**config.mk**
```make
export PLATFORM = sky130hd
export DESIGN_NAME = stream_minmax_tracker
export DESIGN_NICKNAME = d
export VERILOG_FILES = /design/src/rtl/stream_minmax_tracker.sv
export SDC_FILE = /design/constraint.sdc
export NUM_CORES = 1
export LEC_CHECK = 0
export CORE_MARGIN = 5
export CORE_UTILIZATION = 45
export CTS_CLUSTER_SIZE = 30
export DETAILED_ROUTE_END_ITERATION = 8
export GPL_TIMING_DRIVEN = 0
export PLACE_DENSITY = 0.79
export SLEW_MARGIN = 20
export SYNTH_ARGS = -nofsm -noshare
export SYNTH_HDL_FRONTEND = slang
export SYNTH_SLANG_ARGS = --single-unit
```
**constraint.sdc**
```tcl
create_clock -name clk -period 2.9 [get_ports clk]
set_clock_uncertainty 0.1 [all_clocks]
set_input_delay 0.29 -clock clk [delete_from_list [all_inputs] [get_ports clk]]
set_output_delay 0.29 -clock clk [all_outputs]
set_load 0.01 [all_outputs]
```
**src/rtl/stream_minmax_tracker.sv**
```systemverilog
// Streaming min/max tracker. It accepts unsigned samples over a valid/ready
// handshake and keeps a running maximum, a running minimum and a saturating
// sample count. Every magnitude decision is made by an external sequential
// comparator, which this block loads with operands and then polls for done.
// A comparator stall or a malformed result raises a sticky error flag.
//
// Ports:
//   clk, rst (async, active low), clear (sync, highest priority)
//   in_valid / in_data / in_ready        sample stream
//   cmp_A / cmp_B / cmp_load             comparator operands and start pulse
//   cmp_L / cmp_E / cmp_G / cmp_done     comparator result and done
//   max_val / min_val / sample_count     running statistics
//   have_data, upd_valid, error          status
module stream_minmax_tracker #(
   parameter int unsigned WIDTH   = 32,
   parameter int unsigned CNT_W   = 16,
   parameter int unsigned TIMEOUT = 64
) (
   input  logic             clk,
   input  logic             rst,
   input  logic             clear,
   input  logic             in_valid,
   input  logic [WIDTH-1:0] in_data,
   output logic             in_ready,
   output logic [WIDTH-1:0] cmp_A,
   output logic [WIDTH-1:0] cmp_B,
   output logic             cmp_load,
   input  logic             cmp_L,
   input  logic             cmp_E,
   input  logic             cmp_G,
   input  logic             cmp_done,
   output logic [WIDTH-1:0] max_val,
   output logic [WIDTH-1:0] min_val,
   output logic [CNT_W-1:0] sample_count,
   output logic             have_data,
   output logic             upd_valid,
   output logic             error
);

   localparam int unsigned TW = (TIMEOUT > 1) ? $clog2(TIMEOUT) : 1;

   typedef enum logic [2:0] {
      IDLE   = 3'd0,
      LD_MAX = 3'd1,
      WT_MAX = 3'd2,
      LD_MIN = 3'd3,
      WT_MIN = 3'd4,
      UPDATE = 3'd5
   } state_t;

   state_t           state, state_d;
   logic [WIDTH-1:0] sample, sample_d;
   logic [TW-1:0]    wt_cnt, wt_cnt_d;
   logic             in_ready_d, cmp_load_d, have_data_d, upd_valid_d, error_d;
   logic [WIDTH-1:0] cmp_a_d, cmp_b_d, max_d, min_d;
   logic [CNT_W-1:0] count_d;

   // Result is usable only after the first wait cycle (masks a stale done).
   logic res_seen, res_legal, wt_expired;
   assign res_seen   = cmp_done && (wt_cnt != '0);
   assign res_legal  = $onehot({cmp_L, cmp_E, cmp_G});
   assign wt_expired = (wt_cnt == TW'(TIMEOUT - 1));

   // State and registered outputs.
   always_ff @(posedge clk or negedge rst) begin
      if (!rst) begin
         state        <= IDLE;
         sample       <= '0;
         wt_cnt       <= '0;
         in_ready     <= 1'b0;
         cmp_A        <= '0;
         cmp_B        <= '0;
         cmp_load     <= 1'b0;
         max_val      <= '0;
         min_val      <= '0;
         sample_count <= '0;
         have_data    <= 1'b0;
         upd_valid    <= 1'b0;
         error        <= 1'b0;
      end else begin
         state        <= state_d;
         sample       <= sample_d;
         wt_cnt       <= wt_cnt_d;
         in_ready     <= in_ready_d;
         cmp_A        <= cmp_a_d;
         cmp_B        <= cmp_b_d;
         cmp_load     <= cmp_load_d;
         max_val      <= max_d;
         min_val      <= min_d;
         sample_count <= count_d;
         have_data    <= have_data_d;
         upd_valid    <= upd_valid_d;
         error        <= error_d;
      end
   end

   // Next-state and next-output logic.
   always_comb begin
      state_d     = state;
      sample_d    = sample;
      wt_cnt_d    = wt_cnt;
      cmp_a_d     = cmp_A;
      cmp_b_d     = cmp_B;
      cmp_load_d  = 1'b0;
      max_d       = max_val;
      min_d       = min_val;
      count_d     = sample_count;
      have_data_d = have_data;
      upd_valid_d = 1'b0;
      error_d     = error;
      in_ready_d  = 1'b0;

      case (state)
         IDLE: begin
            if (in_valid && in_ready) begin
               sample_d = in_data;
               if (!have_data) begin
                  // First sample seeds both extremes without a comparison.
                  max_d   = in_data;
                  min_d   = in_data;
                  state_d = UPDATE;
               end else begin
                  cmp_a_d    = in_data;
                  cmp_b_d    = max_val;
                  cmp_load_d = 1'b1;
                  state_d    = LD_MAX;
               end
            end
         end
         LD_MAX: begin
            wt_cnt_d = '0;
            state_d  = WT_MAX;
         end
         WT_MAX: begin
            if (res_seen) begin
               if (!res_legal) begin
                  error_d = 1'b1;
                  state_d = IDLE;
               end else if (cmp_G) begin
                  // A new maximum cannot also be a new minimum.
                  max_d   = sample;
                  state_d = UPDATE;
               end else begin
                  cmp_a_d    = sample;
                  cmp_b_d    = min_val;
                  cmp_load_d = 1'b1;
                  state_d    = LD_MIN;
               end
            end else if (wt_expired) begin
               error_d = 1'b1;
               state_d = IDLE;
            end else begin
               wt_cnt_d = wt_cnt + TW'(1);
            end
         end
         LD_MIN: begin
            wt_cnt_d = '0;
            state_d  = WT_MIN;
         end
         WT_MIN: begin
            if (res_seen) begin
               if (!res_legal) begin
                  error_d = 1'b1;
                  state_d = IDLE;
               end else begin
                  if (cmp_L) begin
                     min_d = sample;
                  end
                  state_d = UPDATE;
               end
            end else if (wt_expired) begin
               error_d = 1'b1;
               state_d = IDLE;
            end else begin
               wt_cnt_d = wt_cnt + TW'(1);
            end
         end
         UPDATE: begin
            if (sample_count != '1) begin
               count_d = sample_count + CNT_W'(1);
            end
            have_data_d = 1'b1;
            upd_valid_d = 1'b1;
            state_d     = IDLE;
         end
         default: begin
            state_d = IDLE;
         end
      endcase

      in_ready_d = (state_d == IDLE);

      // Clear overrides everything, including a same-cycle handshake.
      if (clear) begin
         state_d     = IDLE;
         sample_d    = '0;
         wt_cnt_d    = '0;
         cmp_a_d     = '0;
         cmp_b_d     = '0;
         cmp_load_d  = 1'b0;
         max_d       = '0;
         min_d       = '0;
         count_d     = '0;
         have_data_d = 1'b0;
         upd_valid_d = 1'b0;
         error_d     = 1'b0;
         in_ready_d  = 1'b0;
      end
   end

endmodule
```
# Word-level counts from Yosys, hierarchy flattened
# Index checks and enable logic that the tools add are counted.
# Widths: inputs -> output; s select.
[totals]
word_cells = 124
out_inout_bits = 149
in_bits = 40
regBits = 190
[classes]
n_eq_ne = 21
mux = 63
n_reduce_logical = 23
add_sub_neg = 4
[ops]
columns = ["operator", "count"]
rows = [
  ["$mux 32", 25],
  ["$pmux 32 s2", 4],
  ["$mux 16", 3],
  ["$ne 3x3->1 const B", 13],
  ["$mux 3", 9],
  ["$mux 6", 3],
  ["$reduce_and 6->1", 3],
  ["$add 16x1->16 const B", 1],
  ["$mux 1", 16],
  ["$ne 16x16->1 const B", 1],
  ["$pmux 3 s5", 1],
  ["$pmux 6 s2", 1],
  ["$reduce_bool 3->1", 4],
  ["$reduce_bool 2->1", 5],
  ["$add 6x1->6 const B", 1],
  ["$eq 3x2->1 const B", 2],
  ["$eq 3x3->1 const B", 2],
  ["$eq 6x6->1 const B", 1],
  ["$logic_not 3->1", 2],
  ["$reduce_and 3->1", 2],
  ["$reduce_bool 6->1", 1],
  ["$reduce_and 2->1", 2],
  ["$reduce_or 2->1", 2],
  ["$eq 3x1->1 const B", 1],
  ["5 further kinds", 6],
]

# Logic depth before layout (Yosys ltp)
# Gate-level depths: netlist of the first run.
[depth]
word_depth = 8
mapped_depth = 9

# Worst setup path before layout of the first run
# No wires, ideal clock.
[synth_path]
path_type = "input-to-reg"
startpoint = "in cmp_L"
endpoint = "reg max_val[10]"
path_slack_ns = 0.453
path_buffers = 1
arrival_ns = 2.223
path_stages = 8
t_required_ns = 2.675
setup_time_ns = 0.125
cell_sequence = "inv_1 fa_1 and3b_1 o211ai_2 or2_1 a21oi_1 buf_2 mux2_2"
[synth_via]
elab_chain_len = 4
[synth_rtl]
columns = ["element", "line_no", "rtl"]
rows = [
  ["from (decl)", "28", "input logic cmp_L,"],
  ["$add 2x1->2 (implied by the code)", "61", "assign res_legal = $onehot({cmp_L, cmp_E, cmp_G});"],
  ["$eq 2x1->1", "61", ""],
  ["$ne 3x3->1 (no line)", "--", ""],
  ["$reduce_and 6->1 (no line)", "--", ""],
  ["to (signal assigned)", "88", "max_val <= max_d;"],
  ["to (decl)", "32", "output logic [WIDTH-1:0] max_val,"],
]
# Every way passes these cells.
# A chain may end at the register's enable or synchronous reset.

# Final worst setup path of the first run
[layout_path]
startpoint = "in cmp_G"
endpoint = "reg max_val[1]"
[layout_via]
elab_chain_len = 5
[layout_rtl]
columns = ["element", "line_no", "rtl"]
rows = [
  ["from (decl)", "30", "input logic cmp_G,"],
  ["$add 1x1->2 (implied by the code)", "61", ""],
  ["$add 2x1->2 (implied by the code)", "61", ""],
  ["$eq 2x1->1", "61", ""],
  ["$ne 3x3->1 (no line)", "--", ""],
  ["$reduce_and 6->1 (no line) (*)", "--", ""],
]
# Every way passes the cells marked *; elsewhere a longest branch is shown, timed or not.

==> results of run 1 <==
-- cells in the mapped netlist, types with 5 or more instances --
master,instances
dfrtp_1,190
nand2_1,142
nor2_1,127
a21oi_1,76
mux2i_1,67
mux2_2,63
clkbuf_1,40
a211oi_2,36
a211oi_1,29
buf_2,15
nand3_1,13
nand4_1,10
xnor2_1,9
buf_4,7
inv_1,7
nor3_1,6
xor2_1,6
nor4_1,5
-- how the worst max path moves through the flow --
stage          start           to  cells after the start
6_report       cmp_G   max_val[1]                      9
3_3_place_gp     rst     cmp_B[7]                      1
4_1_cts        cmp_G   max_val[1]                      9
2_1_floorplan  cmp_L  max_val[10]                      8
5_1_grt        cmp_G   max_val[1]                      9
3_5_place_dp   cmp_G  max_val[12]                      9
-- routing by layer --
layer | wire (um) | vias to the layer above | track usage [%]
met5 | 13 | - | 0
met4 | 654 | 2 | 6.939
met3 | 1552 | 42 | 5.396
met2 | 13160 | 237 | 38.71
met1 | 11950 | 3837 | 30.39
li1 | - | 3566 | -
-- repair_timing --
| action | in CTS | in global routing |
|---|---|---|
| hold buffers | 1 | 0 |
| endpoints found under the setup margin | 30 | 60 |
| endpoints found under the hold margin | 48 | 0 |
| gates resized for setup | 1 | 8 |
-- power groups by stage --
stage | Sequential [uW] | Clock (uW) | Combinational, uW
6_report | 3160 | 2450 | 1930
5_1_grt | 3190 | 2600 | 2080
4_1_cts | 3150 | 2470 | 1930
3_5_place_dp | 3200 | 0 | 1920
3_3_place_gp | 3200 | 0 | 1870
2_1_floorplan | 3270 | 0 | 918
-- per-stage QoR --
stage,setup TNS [ps],hold slack (ps),util (%),power (uW),cells
finish,0,245.8,60.27,7538,1396
global route,0,277.2,60.27,7877,1396
CTS,0,251.8,60.13,7558,1396
detailed placement,-24050,131.3,57.04,5121,1363
global placement,-1285420,407.1,56.74,5071,1361
floorplan,0,-105.6,-,4183,904
-- kinds of logic (layout without fill, tap and decap cells) --
family | Yosys count | after routing
flops | 190 | 190
mux | 131 | 131
simple gates | 326 | 326
xor+xnor | 15 | 15
compound gates | 165 | 165
fa+ha+maj | 4 | 4
buf+inv | 73 | 295
-- state kept, by name, summed over array words and instances, names as in the netlist --
register      count
cmp_B            32
have_data         1
error             1
max_val          32
upd_valid         1
wt_cnt            6
cmp_load          1
state             3
in_ready          1
min_val          32
sample           32
cmp_A            32
sample_count     16
-- layout make-up --
cell class	instances	area share (%)
clock buffer	18	3.601
buffer	66	2.585
tap	270	2.770
sequential	190	38.99
multi-input combinational	641	34.49
inverter	7	0.2155
clock inverter	14	1.426
timing repair buffer	190	15.92
==> results.toml, run 1 <==
[drt]
drc = 0
wirelength_mm = 27.32
viasPerCell = 5.504
drt-pass1-iter-count = 7
vias = 7684
drt.antenna.violating_nets = 0
drt_iter0_drc = 391
routedWlPerCell_um = 19.57

[yosys]
synth_edf_count = 0
synth_area_per_cell_um2 = 10.26
synth_top_cell_by_area = "dfrtp_1"
syn-num-nets = 948
synth_seq_cells = 190
yosys.area.top_type_share_pct = 51.28
syn-cell-area_mm2 = 0.009271
yosysWarnings = 0
synthFlopType = "dfrtp_1"
synth_top_family_by_area = "multiplexers"
synthTopCellsByArea = "dfrtp_1, mux2_2, mux2i_1"
yosys.area_share.adder_pct = 0.6208
synth_compound_area_share_pct = 13.28
yosysSeqAreaShare_pct = 51.28
netlist_instances = 904
muxShareOfSynthArea_pct = 15.01
synth_cell_type_count = 55
synth-simple-area-share_pct = 14.79
async_flop_share_pct = 100.0
synth_xor_area_share_pct = 1.417

[timing]
worst_slew_pin_slew_ps = 963.2
rsz0062_at_grt = "no"
drv_slew = 0
hold_viol = 0
layout_min_cycle_time_ps = 2779
fin_ws_ps = 120.5
slew_headroom_pct = 35.79
final-setup-viol-count = 0
fmax_mhz = 359.8
finalCritPeriodShare_pct = 95.84

[clocking]
htreeDepth = 4
root_buffer = "clkbuf_16"
cts_tree = "done"
ctsLongestPathBuffers = 2
clock-sinks = 190
insertion_delay_ps = 430
cts_setup_buffers = 0
cts-buffers-inserted = 17
path_clk_slew_ps = 80

[worst_hold_path]
hold_path_class = "input pin to asynchronous set/reset pin"

[die]
ios = 189
coreArea_mm2 = 0.02023
die_x_um = 153.5
rows = 52
initial_core_util_pct = 45.82
die_h_um = 153.5
die_area_mm2 = 0.02357

[pwr]
p_switching_uw = 2367
pwr-share-seq_pct = 41.9
ir_drop_v = 0.0004594
p_clk_share_pct = 32.5
netSwitchingFraction_pct = 31.40
p_leak_uw = 0.004922
pwr_density_cell_mw_per_mm2 = 618.1
combinationalPowerShare_pct = 25.6
p_int_uw = 5171

[setup_path]
cpMaxStageDelayCell = "clkdlybuf4s50_1"
crit_chain = "clkdlybuf4s50_1 -> inv_1 -> fa_1 -> and3b_1 -> o211ai_2 -> or2_1 -> a21oi_4 -> clkbuf_4 -> mux2_2"
critical_path.max_stage_delay_ps = 530
cp-end-kind = "register"
critPathBufInv = 3
reg2reg_slack_ps = 200
r2r-start = "state[0]"
r2r_end = "min_val[9]"
critPathArrivalTime_ps = 2990
worstSetupStartpointType = "input pin"
crit_type = "input pin to register"
cp_max_fo = 10
cpLargestDelayFamily = "buffers and inverters"
rr_worst_depth = 7
required_ps = 3110

[global_route]
grt_max_degree = 76
grt_pass1_wl_mm = 44.02
grt_overflow = 0
antenna_found_initial = 1
track_usage_pct = 23.22
grt_pass1_vias = 7845

[layout]
multi_input_area_mm2 = 0.004207
diodes = 0
fin_area_mm2 = 0.01220
most-common-layout-cells = "dfrtp_1, clkdlybuf4s50_1, nand2_1"
syn2layout_area_growth_pct = 31.54
layout.area.seq_mm2 = 0.004755
nets = 1157
final_common_cell = "dfrtp_1"
drive_above_1_share_pct = 14.83
fillCellCount = 1692

[placed_design]
io_buffers = 187
place_congestion = 0.9067
post-place-ws_ps = -613.9
hpwl_mm = 19.30
dpl_cell_area_mm2 = 0.01154

[job]
drv_cap = 0

[outcome]
status = "complete, no violations"
Note: power is estimated with default switching activity, not from simulation.
==> inputs of run 2 (changes only) <==
CAP_MARGIN = 10   (was not set)
==> results of run 2 <==
Same layout as run 1: the final DEF is identical, and so are final timing and power.
==> inputs of run 3 (changes only) <==
SLEW_MARGIN = 30   (was 20)
==> results of run 3 <==
Same layout as run 1: the final DEF is identical, and so are final timing and power.
